$ cat src/rtl/player_key_decoder_pkg.sv
// Shared PS/2 set-2 scancode constants and decoder state type for player_key_decoder.
package player_key_decoder_pkg;

  localparam logic [7:0] SC_EXT    = 8'hE0;
  localparam logic [7:0] SC_BRK    = 8'hF0;
  localparam logic [7:0] SC_BAT    = 8'hAA;
  localparam logic [7:0] SC_ACK    = 8'hFA;
  localparam logic [7:0] SC_ECHO   = 8'hEE;
  localparam logic [7:0] SC_RESEND = 8'hFE;

  localparam logic [7:0] DEF_KEY_LEFT  = 8'h6B;
  localparam logic [7:0] DEF_KEY_RIGHT = 8'h74;
  localparam logic [7:0] DEF_KEY_JUMP  = 8'h75;
  localparam logic [7:0] DEF_KEY_RESET = 8'h2D;

  localparam int unsigned DEF_TIMEOUT_CYCLES = 65_000_000;

  typedef enum logic [1:0] {
    ST_IDLE,
    ST_EXT,
    ST_BRK,
    ST_EXT_BRK
  } kbd_state_t;

  // Keyboard housekeeping bytes that carry no key information.
  function automatic logic is_ignored(input logic [7:0] code);
    return (code == SC_BAT) || (code == SC_ACK) ||
           (code == SC_ECHO) || (code == SC_RESEND);
  endfunction

endpackage

$ cat src/rtl/player_key_decoder_if.sv
// Scancode byte input and held-key outputs of player_key_decoder.
interface player_key_decoder_if;
  logic [7:0] rx_data;
  logic       rx_valid;
  logic       left;
  logic       right;
  logic       jump;
  logic       reset_req;
  logic       err;

  modport master (
    output rx_data, rx_valid,
    input  left, right, jump, reset_req, err
  );

  modport slave (
    input  rx_data, rx_valid,
    output left, right, jump, reset_req, err
  );
endinterface

$ cat src/rtl/player_key_decoder.sv
// PS/2 set-2 scancode decoder producing held left/right/jump levels and a reset pulse.
// Optional inactivity timeout enabled by defining PLAYER_KEY_TIMEOUT_EN.
module player_key_decoder
  import player_key_decoder_pkg::*;
#(
  parameter logic [7:0]  KEY_LEFT       = DEF_KEY_LEFT,
  parameter logic [7:0]  KEY_RIGHT      = DEF_KEY_RIGHT,
  parameter logic [7:0]  KEY_JUMP       = DEF_KEY_JUMP,
  parameter logic [7:0]  KEY_RESET      = DEF_KEY_RESET,
  parameter int unsigned TIMEOUT_CYCLES = DEF_TIMEOUT_CYCLES
) (
  input  logic                clk,
  input  logic                rst,
  player_key_decoder_if.slave bus
);

  kbd_state_t state, state_n;

  logic       apply, is_ext, is_brk, err_n;
  logic       timeout;
  logic       left_q, right_q, jump_q, reset_req_q, err_q, reset_held;
  logic [7:0] code;

  assign code = bus.rx_data;

`ifdef PLAYER_KEY_TIMEOUT_EN
  localparam logic [26:0] TIMEOUT_LIMIT = 27'(TIMEOUT_CYCLES);
  logic [26:0] idle_cnt;

  always_ff @(posedge clk) begin
    if (rst || bus.rx_valid) begin
      idle_cnt <= '0;
    end else if (idle_cnt != TIMEOUT_LIMIT) begin
      idle_cnt <= idle_cnt + 27'd1;
    end
  end

  assign timeout = (idle_cnt == TIMEOUT_LIMIT) && !bus.rx_valid;
`else
  logic unused_timeout_cfg;
  assign unused_timeout_cfg = |TIMEOUT_CYCLES;
  assign timeout = 1'b0;
`endif

  always_ff @(posedge clk) begin
    if (rst) state <= ST_IDLE;
    else     state <= state_n;
  end

  always_comb begin
    state_n = state;
    apply   = 1'b0;
    is_ext  = 1'b0;
    is_brk  = 1'b0;
    err_n   = 1'b0;
    if (bus.rx_valid) begin
      unique case (state)
        ST_IDLE: begin
          if (code == SC_EXT)      state_n = ST_EXT;
          else if (code == SC_BRK) state_n = ST_BRK;
          else if (!is_ignored(code)) apply = 1'b1;
        end
        ST_EXT: begin
          if (code == SC_BRK) begin
            state_n = ST_EXT_BRK;
          end else if (code == SC_EXT) begin
            err_n   = 1'b1;
            state_n = ST_EXT;
          end else begin
            apply   = 1'b1;
            is_ext  = 1'b1;
            state_n = ST_IDLE;
          end
        end
        ST_BRK, ST_EXT_BRK: begin
          // A stray prefix restarts the sequence at that prefix instead of completing a break.
          if (code == SC_EXT) begin
            err_n   = 1'b1;
            state_n = ST_EXT;
          end else if (code == SC_BRK) begin
            err_n   = 1'b1;
            state_n = ST_BRK;
          end else begin
            apply   = 1'b1;
            is_brk  = 1'b1;
            is_ext  = (state == ST_EXT_BRK);
            state_n = ST_IDLE;
          end
        end
        default: state_n = ST_IDLE;
      endcase
    end else if (timeout) begin
      state_n = ST_IDLE;
    end
  end

  logic hit_left, hit_right, hit_jump, hit_reset;

  assign hit_left  = apply &&  is_ext && (code == KEY_LEFT);
  assign hit_right = apply &&  is_ext && (code == KEY_RIGHT);
  assign hit_jump  = apply &&  is_ext && (code == KEY_JUMP);
  assign hit_reset = apply && !is_ext && (code == KEY_RESET);

  always_ff @(posedge clk) begin
    if (rst) begin
      left_q      <= 1'b0;
      right_q     <= 1'b0;
      jump_q      <= 1'b0;
      reset_req_q <= 1'b0;
      err_q       <= 1'b0;
      reset_held  <= 1'b0;
    end else begin
      reset_req_q <= hit_reset && !is_brk && !reset_held;
      err_q       <= err_n;
      if (timeout) begin
        left_q     <= 1'b0;
        right_q    <= 1'b0;
        jump_q     <= 1'b0;
        reset_held <= 1'b0;
      end else begin
        if (hit_left)  left_q     <= !is_brk;
        if (hit_right) right_q    <= !is_brk;
        if (hit_jump)  jump_q     <= !is_brk;
        if (hit_reset) reset_held <= !is_brk;
      end
    end
  end

  assign bus.left      = left_q;
  assign bus.right     = right_q;
  assign bus.jump      = jump_q;
  assign bus.reset_req = reset_req_q;
  assign bus.err       = err_q;

endmodule

$ cat src/flat_wrapper.sv
// flat-port wrapper written by rule: the top's interface ports become plain ports
module player_key_decoder_flat import player_key_decoder_pkg::*;
#(
  parameter logic [7:0]  KEY_LEFT       = DEF_KEY_LEFT,
  parameter logic [7:0]  KEY_RIGHT      = DEF_KEY_RIGHT,
  parameter logic [7:0]  KEY_JUMP       = DEF_KEY_JUMP,
  parameter logic [7:0]  KEY_RESET      = DEF_KEY_RESET,
  parameter int unsigned TIMEOUT_CYCLES = DEF_TIMEOUT_CYCLES
)
  (clk, rst, bus_rx_data, bus_rx_valid, bus_left, bus_right, bus_jump, bus_reset_req, bus_err);
  player_key_decoder_if bus_i ();
  input  logic clk;
  input  logic rst;
  input wire logic [$bits(bus_i.rx_data)-1:0] bus_rx_data;
  input wire logic [$bits(bus_i.rx_valid)-1:0] bus_rx_valid;
  output wire logic [$bits(bus_i.left)-1:0] bus_left;
  output wire logic [$bits(bus_i.right)-1:0] bus_right;
  output wire logic [$bits(bus_i.jump)-1:0] bus_jump;
  output wire logic [$bits(bus_i.reset_req)-1:0] bus_reset_req;
  output wire logic [$bits(bus_i.err)-1:0] bus_err;
  assign bus_i.rx_data = bus_rx_data;
  assign bus_i.rx_valid = bus_rx_valid;
  assign bus_left = bus_i.left;
  assign bus_right = bus_i.right;
  assign bus_jump = bus_i.jump;
  assign bus_reset_req = bus_i.reset_req;
  assign bus_err = bus_i.err;
  player_key_decoder #(.KEY_LEFT(KEY_LEFT), .KEY_RIGHT(KEY_RIGHT), .KEY_JUMP(KEY_JUMP), .KEY_RESET(KEY_RESET), .TIMEOUT_CYCLES(TIMEOUT_CYCLES)) u_core (.clk(clk), .rst(rst), .bus(bus_i));
endmodule
$ cat config.mk
export PLATFORM = sky130hd
export DESIGN_NAME = player_key_decoder_flat
export DESIGN_NICKNAME = d
export VERILOG_FILES = /design/src/rtl/player_key_decoder_pkg.sv /design/src/rtl/player_key_decoder_if.sv /design/src/rtl/player_key_decoder.sv /design/src/flat_wrapper.sv
export SDC_FILE = /design/constraint.sdc
export NUM_CORES = 1
export LEC_CHECK = 0
export CORE_AREA = 2 2 39 41
export DETAILED_ROUTE_END_ITERATION = 7
export DIE_AREA = 0 0 41 43
export PLACE_DENSITY_LB_ADDON = 0.2
export SLEW_MARGIN = 20
export SYNTH_ARGS = -nofsm -noshare
export SYNTH_HDL_FRONTEND = slang
export SYNTH_SLANG_ARGS = --single-unit
$ cat constraint.sdc
create_clock -name clk -period 1.4 [get_ports clk]
set_input_delay 0.28 -clock clk [delete_from_list [all_inputs] [get_ports clk]]
set_output_delay 0.28 -clock clk [all_outputs]
set_load 0.005 [all_outputs]
## Word-level counts from Yosys, hierarchy flattened

Index checks and enable logic that the tools add are counted.

| storage, ports and cells | value |
|---|---|
| register bits | 8 |
| input bits | 11 |
| output and inout port bits | 5 |
| logic and storage cells | 67 |

| operators by class | value |
|---|---|
| equal/unequal tests | 14 |
| muxes and demuxes | 27 |
| bitwise gates (word level) | 1 |
| reductions and logical operators | 18 |

Operator list:

| kind | count |
|---|---|
| $eq 8x8->1 const B | 6 |
| $eq 8x7->1 const B | 3 |
| $mux 1 | 18 |
| $mux 2 | 5 |
| $eq 8x6->1 const B | 1 |
| $logic_and 1x1->1 | 8 |
| $pmux 2 s3 | 1 |
| $eq 2x2->1 const B | 2 |
| $pmux 1 s2 | 2 |
| $reduce_or 2->1 | 2 |
| $logic_not 1->1 | 3 |
| $logic_or 1x1->1 | 3 |
| $ne 3x1->1 const B | 1 |
| $pmux 1 s3 | 1 |
| $eq 2x1->1 const B | 1 |
| $logic_not 2->1 | 1 |
| $reduce_and 2->1 | 1 |
| $not 1->1 | 1 |

## Depth between registers and ports, before layout

Gate-level depths: netlist of run 1.

| logic depth | value |
|---|---|
| depth after elaboration | 13 |
| gate-level depth with buffers | 3 |
| mapped depth without buffers | 3 |

## Worst setup path after synthesis of run 1

No wires, ideal clock.

| timing | value |
|---|---|
| kind | input to register |
| start point | in bus_rx_data[1] |
| end point | reg u_core.reset_held |
| library setup time | 0.079 ns |
| arrival | 0.957 ns |
| setup slack | 0.364 ns |
| stages | 3 |
| path buffers | 0 |
| cell sequence | nor4b_4 > a21oi_2 > a211oi_2 |

| on the way | value |
|---|---|
| longest elaborated chain between the ends | 11 |
| elaborated cells between the ends (all ways) | 29 |
| classes of those cells | eq/ne: 7; mux: 15; reduce/logical: 7 |

RTL lines:

| item | line | source |
|---|---|---|
| start, declared | flat_wrapper.sv:14 | `input wire logic [$bits(bus_i.rx_data)-1:0] bus_rx_data;` |
| $eq 8x8->1 | player_key_decoder_pkg.sv:27 | `return (code == SC_BAT) \|\| (code == SC_ACK) \|\|` |
| $logic_or 1x1->1 (2 in a row) | player_key_decoder_pkg.sv:27 |  |
| $logic_or 1x1->1 | player_key_decoder_pkg.sv:28 | `(code == SC_ECHO) \|\| (code == SC_RESEND);` |
| $mux 1 | player_key_decoder.sv:61 | `else if (!is_ignored(code)) apply = 1'b1;` |
| $mux 1 | player_key_decoder.sv:60 | `else if (code == SC_BRK) state_n = ST_BRK;` |
| $mux 1 | player_key_decoder.sv:59 | `if (code == SC_EXT) state_n = ST_EXT;` |
| $pmux 1 s3 | player_key_decoder.sv:57 | `unique case (state)` |
| $mux 1 | player_key_decoder.sv:56 | `if (bus.rx_valid) begin` |
| $logic_and 1x1->1 (2 in a row) | player_key_decoder.sv:102 | `assign hit_reset = apply && !is_ext && (code == KEY_RESET);` |
| end signal, assigned | player_key_decoder.sv:124 | `if (hit_reset) reset_held <= !is_brk;` |
| end, declared | player_key_decoder.sv:21 | `logic left_q, right_q, jump_q, reset_req_q, err_q, reset_held;` |

Parallel ways exist; a longest one is shown, timed or not.
A chain may end at the register's enable or synchronous reset.

## Worst setup path after layout of run 1

| timing | value |
|---|---|
| start point | reg u_core.left_q (netlist: u_core.bus.left) |
| end point | out bus_left |

RTL lines:

| item | line | source |
|---|---|---|
| start, declared | player_key_decoder.sv:21 |  |
| start signal, assigned | player_key_decoder.sv:121 | `if (hit_left) left_q <= !is_brk;` |
| end, declared | flat_wrapper.sv:16 | `output wire logic [$bits(bus_i.left)-1:0] bus_left;` |

No word-level cell between the ends.

==> out/qor.yml, run 1 <==
clock_network:
  clock_latency_ps: 250
  cts.sinks: 8
  cts_tree: "done"
  cts_inserted_buffers: 3
  cts-root-buf: "clkbuf_4"
  clockBufferDepth: 2
  clkTransAtPathRegs_ps: 60
  htreeDepth: 1
sta:
  slew_headroom_pct: 70.42
  worstMarginPinSlew_ps: 442.3
  fin_setup_tns_ps: 0
  finalSetupViolCount: 0
  layout_min_cycle_time_ps: 1352
  grt_setup_unrepaired: "false"
  setup_ws_ps: 47.75
  skew_ps: 5.753
  finalMaxSlewViolations: 0
  hold_violations: 0
  max_freq_ghz: 0.7395
  period_share_pct: 96.59
critical_path:
  path_cells: "clkdlybuf4s50_1"
  worstPathMaxFanout: 2
  reg2reg_from: "u_core.state[0]$_SDFFE_PP0P_"
  crit_family: "buffers and inverters"
  worstPathArrival_ps: 1070
  reg2reg_depth: 3
  start_kind: "flip-flop"
  reg2reg_setup_slack_ps: 200
  cp.required_ps: 1120
  r2r-end: "u_core.bus.right$_SDFFE_PP0P_"
  endpoint_kind: "output port"
  cp_slowest_cell: "clkdlybuf4s50_1"
  cpPeakStageDelay_ps: 490
  path_class: "flip-flop to output port"
  path_buf_inv: 1
floorplan:
  rows: 14
  num_io_pins: 16
  die_w_um: 41
  die_height_um: 43
  die_area_mm2: 0.001763
  start_util_pct: 32.55
  fp.coreArea_mm2: 0.001384
layout:
  antennaDiodeCount: 0
  drive_above_1_share_pct: 26.87
  nets: 80
  final_cell_mix: "11 x clkdlybuf4s50_1, 8 x dfxtp_1, 7 x buf_4"
  syn_to_final_growth_pct: 57.22
  multi_input_area_um2: 289.0
  fillers: 132
  ff_latch_area_um2: 160.2
  final_common_cell: "clkdlybuf4s50_1"
synth:
  synth_area_um2: 450.4
  synth_enable_flop_cells: 0
  synth_nets: 54
  yosysUniqueCellTypes: 23
  syn_inst: 43
  yosys_warnings: 0
  synth_seq_cells: 8
  synth-main-ff-cell: "dfxtp_1"
  syn_area_per_cell_um2: 10.48
  seq_area_frac_synth_pct: 35.56
  synthArstFlopShare_pct: 0
place:
  portBuffers: 15
  place_ws_ps: -277.5
  gp_congestion: 0.7413
  dp_hpwl_um: 865
hold_path:
  hold_start: "u_core.reset_held$_SDFFE_PP0P_"
  hold_path_class: "flip-flop to flip-flop"
  hold-path-endpoint: "u_core.bus.reset_req$_SDFF_PP0_"
  holdPathStages: 1
grt:
  grt_max_degree: 9
  globalRouteTotalUtil_pct: 16.08
  grt-ovfl-total: 0
  grt_pass1_wl_mm: 1.863
  antenna_found_initial: 0
  grt_pass1_vias: 424
detailed_routing:
  viasPerCell: 5.602
  antenna_left: 0
  via_count: 465
  wl_per_cell_um: 13.86
  routed_wirelength_mm: 1.150
  drcViolationCount: 0
  firstDrtPassIters: 4
  drt_iter0_drc: 5
pwr:
  leakage_nw: 0.2993
  powerDensity_mw_per_mm2: 679.3
  ir_drop_mv: 0.3512
status:
  status: "completed"
job:
  drv_cap: 0
-- state kept, by name, summed over array words and instances, names as in the netlist --
signal                flops
u_core.state              2
u_core.bus.jump           1
u_core.bus.right          1
u_core.bus.reset_req      1
u_core.reset_held         1
u_core.bus.left           1
u_core.bus.err            1
-- Yosys cell counts, types with 2 or more instances --
cell type	instances	area share, %
and4b_1	3	6.7
and3b_1	2	3.9
inv_1	2	1.7
dfxtp_1	8	36
nor4b_4	2	11
a311oi_1	2	3.9
a21oi_1	2	2.2
and4_1	2	3.9
a41oi_1	4	7.8
nand2b_1	2	2.8
nand4_1	2	2.8
-- worst max-delay path by stage --
stage	start	to	slack (ps)	cells past startpoint
2_1_floorplan	bus_rx_data[1]	u_core.reset_held$_SDFFE_PP0P_	360	3
3_3_place_gp	bus_rx_data[3]	u_core.bus.reset_req$_SDFF_PP0_	-260	4
3_5_place_dp	bus_rx_data[1]	u_core.bus.reset_req$_SDFF_PP0_	-280	4
4_1_cts	bus_rx_data[1]	u_core.bus.right$_SDFFE_PP0P_	8	4
5_1_grt	u_core.bus.left$_SDFFE_PP0P_	bus_left	1	1
6_report	u_core.bus.left$_SDFFE_PP0P_	bus_left	50	1
-- logic make-up after synthesis --
logic type | Yosys count | synth area share (%)
AND/OR/NAND/NOR | 20 | 40.28
AO/OA/AOI/OAI | 12 | 21.67
flip-flops | 8 | 35.55
buffers and inverters | 3 | 2.500
-- layer usage --
metal  share of wire, %  up-vias  global-route usage (%)
li1                   -      230                       -
met4               0.87        0                   10.00
met5                  0        -                       0
met3                5.4        2                   4.712
met2                 48       15                   21.25
met1                 46      218                   21.94
-- through the flow --
step	std cells	hold slack, ps	power, W	utilization [%]	instance area (um^2)
global placement	78	484.3	0.0003052	47.29	654.4
CTS	83	490.2	0.0004893	49.91	690.7
finish	83	494.7	0.0004811	51.18	708.2
detailed placement	78	479.3	0.0003057	47.29	654.4
global route	83	490.7	0.0005075	51.18	708.2
floorplan	43	398.1	0.0002534	-	450.4
-- final cells by class --
class / instances / share of cell area [%]
sequential: 8 / 22.61
tap: 16 / 2.827
clock buffer: 3 / 3.180
inverter: 2 / 1.060
multi-input combinational: 32 / 40.81
timing repair buffer: 22 / 29.51
-- where the power goes --
group	leakage (nW)	internal [W]	total (W)	switching (W)
registers	0.0644	0.000228	0.000228	0.000000237
clock network	0.0138	0.0000982	0.000177	0.0000790
logic	0.221	0.0000433	0.0000757	0.0000325
total	0.299	0.000369	0.000481	0.000112
-- timing repair --
item / in CTS / in global routing
cloned: 0 / 0
endpoints found under the setup margin: 2 / 6
buffers inserted: 2 / 0
hold buffers: 0 / 0
gates resized for setup: 1 / 6
hold endpoints to repair: 0 / 0
pin swaps: 3 / 1
(Power assumes the default switching activity.)
==> run 2: changes to the inputs <==
- CORE_AREA: 2 2 39 41 -> 10 10 47 49
- DIE_AREA: 0 0 41 43 -> 0 0 57 59
==> run 2 against run 1 <==
Routed wire length grew 7.7%. Via count shrank 2.6%. Register-to-register slack gained 20 ps. Global-route usage shrank 8.0 points. Largest cell class unchanged. Largest power group unchanged. First-iteration DRC count grew 140%. Worst setup slack gained 26 ps. Critical path depth is the same. Maximum frequency grew 1.9%.
==> out/qor.yml, run 2 (synthesis gave the netlist of run 1 again) <==
status:
  status: "completed"  # unchanged
sta:
  layout_min_cycle_time_ps: 1327  # was 1352 ps
  worstMarginPinSlew_ps: 374.7  # was 442.3 ps
  period_share_pct: 94.75  # was 96.59%
  max_freq_ghz: 0.7538  # was 0.7395 GHz
  fin_setup_tns_ps: 0  # unchanged
  hold_violations: 0  # unchanged
  slew_headroom_pct: 74.94  # was 70.42%
  skew_ps: 3.022  # was 5.753 ps
  finalSetupViolCount: 0  # unchanged
  hold_slack_ps: 473.9  # was 494.7 ps
  finalMaxSlewViolations: 0  # unchanged
  grt_setup_unrepaired: "true"  # was false
clock_network:
  clkTransAtPathRegs_ps: 50  # was 60 ps
  cts-root-buf: "clkbuf_4"  # unchanged
  postCtsHoldBufs: 0  # unchanged
  clockBufferDepth: 2  # unchanged
  htreeDepth: 1  # unchanged
  cts_tree: "done"  # unchanged
  cts.sinks: 8  # unchanged
  clock_latency_ps: 250  # about the same
  cts_inserted_buffers: 3  # unchanged
job:
  drv_cap: 0  # unchanged
detailed_routing:
  met3_wirelength_um: 63  # was 62 um
  met2_wirelength_um: 658  # was 548 um
  firstDrtPassIters: 4  # unchanged
  drt_iter0_drc: 12  # was 5
  wl_per_cell_um: 14.93  # was 13.86 um
  topRoutingLayerUsed: "met3"  # was met4
  antenna_left: 0  # unchanged
  via_count: 453  # was 465
  routed_wirelength_mm: 1.239  # was 1.150 mm
  wirelength_met1_um: 517  # was 528 um
  viasPerCell: 5.458  # was 5.602
  drcViolationCount: 0  # unchanged
critical_path:
  endpoint_kind: "output port"  # unchanged
  cp_slowest_cell: "clkdlybuf4s50_1"  # unchanged
  cpPeakStageDelay_ps: 490  # about the same
  r2r-end: "u_core.bus.right$_SDFFE_PP0P_"  # unchanged
  worstPathArrival_ps: 1050  # was 1070 ps
  path_buf_inv: 1  # unchanged
  path_cells: "clkdlybuf4s50_1"  # unchanged
  start_kind: "flip-flop"  # unchanged
  cp.required_ps: 1120  # about the same
  crit_family: "buffers and inverters"  # unchanged
  critPathLaunch: "u_core.bus.err$_SDFF_PP0_"  # was u_core.bus.left$_SDFFE_PP0P_
  reg2reg_depth: 3  # unchanged
  path_class: "flip-flop to output port"  # unchanged
  reg2reg_from: "u_core.state[0]$_SDFFE_PP0P_"  # unchanged
  reg2reg_setup_slack_ps: 220  # was 200 ps
  crit_path_end: "bus_err"  # was bus_left
  path_depth: 1  # unchanged
  worstPathMaxFanout: 1  # was 2
hold_path:
  hold_path_class: "input pin to flip-flop"  # was flip-flop to flip-flop
  hold_start: "bus_rx_data[1]"  # was u_core.reset_held$_SDFFE_PP0P_
layout:
  final_cells: 83  # unchanged
  nets: 80  # unchanged
  largest-register: "u_core.state"  # unchanged
  largest_reg_flops: 2  # unchanged
  antennaDiodeCount: 0  # unchanged
  fillers: 147  # was 132
  ff_latch_area_um2: 160.2  # unchanged
  drive_above_1_share_pct: 25.37  # was 26.87%
  syn_to_final_growth_pct: 56.67  # was 57.22%
  final_common_cell: "clkdlybuf4s50_1"  # unchanged
  fin_util_pct: 50.36  # was 51.18%
  final_cell_mix: "9 x clkdlybuf4s50_1, 8 x dfxtp_1, 7 x buf_4"  # was 11 x clkdlybuf4s50_1, 8 x dfxtp_1, 7 x buf_4
  multi_input_area_um2: 281.5  # was 289.0 um^2
place:
  dp_hpwl_um: 972.1  # was 865 um
  placed_cells: 79  # was 78
  gp_congestion: 0.7359  # was 0.7413
  portBuffers: 15  # unchanged
floorplan:
  die_height_um: 59  # was 43 um
  start_util_pct: 32.14  # was 32.55%
  die_w_um: 57  # was 41 um
  num_io_pins: 16  # unchanged
  rows: 14  # unchanged
  fp.coreArea_mm2: 0.001401  # was 0.001384 mm^2
  die_area_mm2: 0.003363  # was 0.001763 mm^2
grt:
  grt-ovfl-total: 0  # unchanged
  globalRouteTotalUtil_pct: 8.059  # was 16.08%
  grt_pass1_wl_mm: 2.166  # was 1.863 mm
  grt_max_degree: 9  # unchanged
  antenna_found_initial: 0  # unchanged
  grt_pass1_vias: 446  # was 424
pwr:
  p_sw_share_pct: 22.54  # was 23.23%
  powerDensity_mw_per_mm2: 677.1  # was 679.3 mW/mm^2
  pwr-share-seq_pct: 47.8  # was 47.4%
  ir_drop_mv: 0.5517  # was 0.3512 mV
  leakage_nw: 0.3180  # was 0.2993 nW
  p_comb_share_pct: 15.8  # was 15.7%
  internal_power_w: 0.0003701  # was 0.0003694 W
  clkPwrFrac_pct: 36.4  # was 36.8%
  switchingPower_w: 0.0001077  # was 0.0001117 W
-- run 2: routing by layer --
layer	GRT usage, %	vias to the layer above
met1	8.254	212
met5	0	-
li1	-	230
met3	4.292	0
met4	3.020	0
met2	13.64	11
-- run 2: how the worst min path moves through the flow --
stage                                      endpoint  slack [ps]  depth (start not counted)
floorplan              u_core.bus.jump$_SDFFE_PP0P_         400                          1
global placement    u_core.bus.reset_req$_SDFF_PP0_         480                          1
detailed placement  u_core.bus.reset_req$_SDFF_PP0_         480                          1
CTS                 u_core.bus.reset_req$_SDFF_PP0_         490                          1
global route           u_core.state[1]$_SDFFE_PP0P_         490                          4
finish                 u_core.state[1]$_SDFFE_PP0P_         470                          4
-- run 2: power groups by stage --
stage               sequential, W  combinational [W]  clock (W)
CTS                      0.000228          0.0000750   0.000184
floorplan                0.000233          0.0000204          0
detailed placement       0.000233          0.0000747          0
global placement         0.000233          0.0000749          0
finish                   0.000228          0.0000756   0.000174
global route             0.000228          0.0000823   0.000203
-- run 2: layout make-up --
| class | instances | area share [%] |
|---|---|---|
| clock buffers | 3 | 3.191 |
| repair buffers | 22 | 30.32 |
| well taps | 16 | 2.837 |
| multi-input cells | 32 | 39.89 |
| flip-flops and latches | 8 | 22.70 |
| inverters | 2 | 1.064 |
-- run 2: timing repair --
| item | 4_1_cts | 5_1_grt |
|---|---|---|
| pin swaps | 0 | 2 |
| setup buffers | 0 | 1 |
| endpoints found under the setup margin | 1 | 7 |
| resized for setup | 1 | 7 |
| endpoints found under the hold margin | 0 | 0 |
-- run 2: worst min-delay path, cell delays in order --
cell and delay (ps):
dlymetal6s2s_1 160, nor4b_4 90, nand4_1 100, a21oi_1 60
-- run 2: stage by stage --
step,cell area (um^2),setup slack [ps],total power [W]
global route,705.7,-14.42,0.0005134
global placement,661.9,-242.5,0.0003080
floorplan,450.4,364.0,0.0002534
detailed placement,661.9,-246.7,0.0003078
finish,705.7,73.46,0.0004778
CTS,683.2,7.438,0.0004875
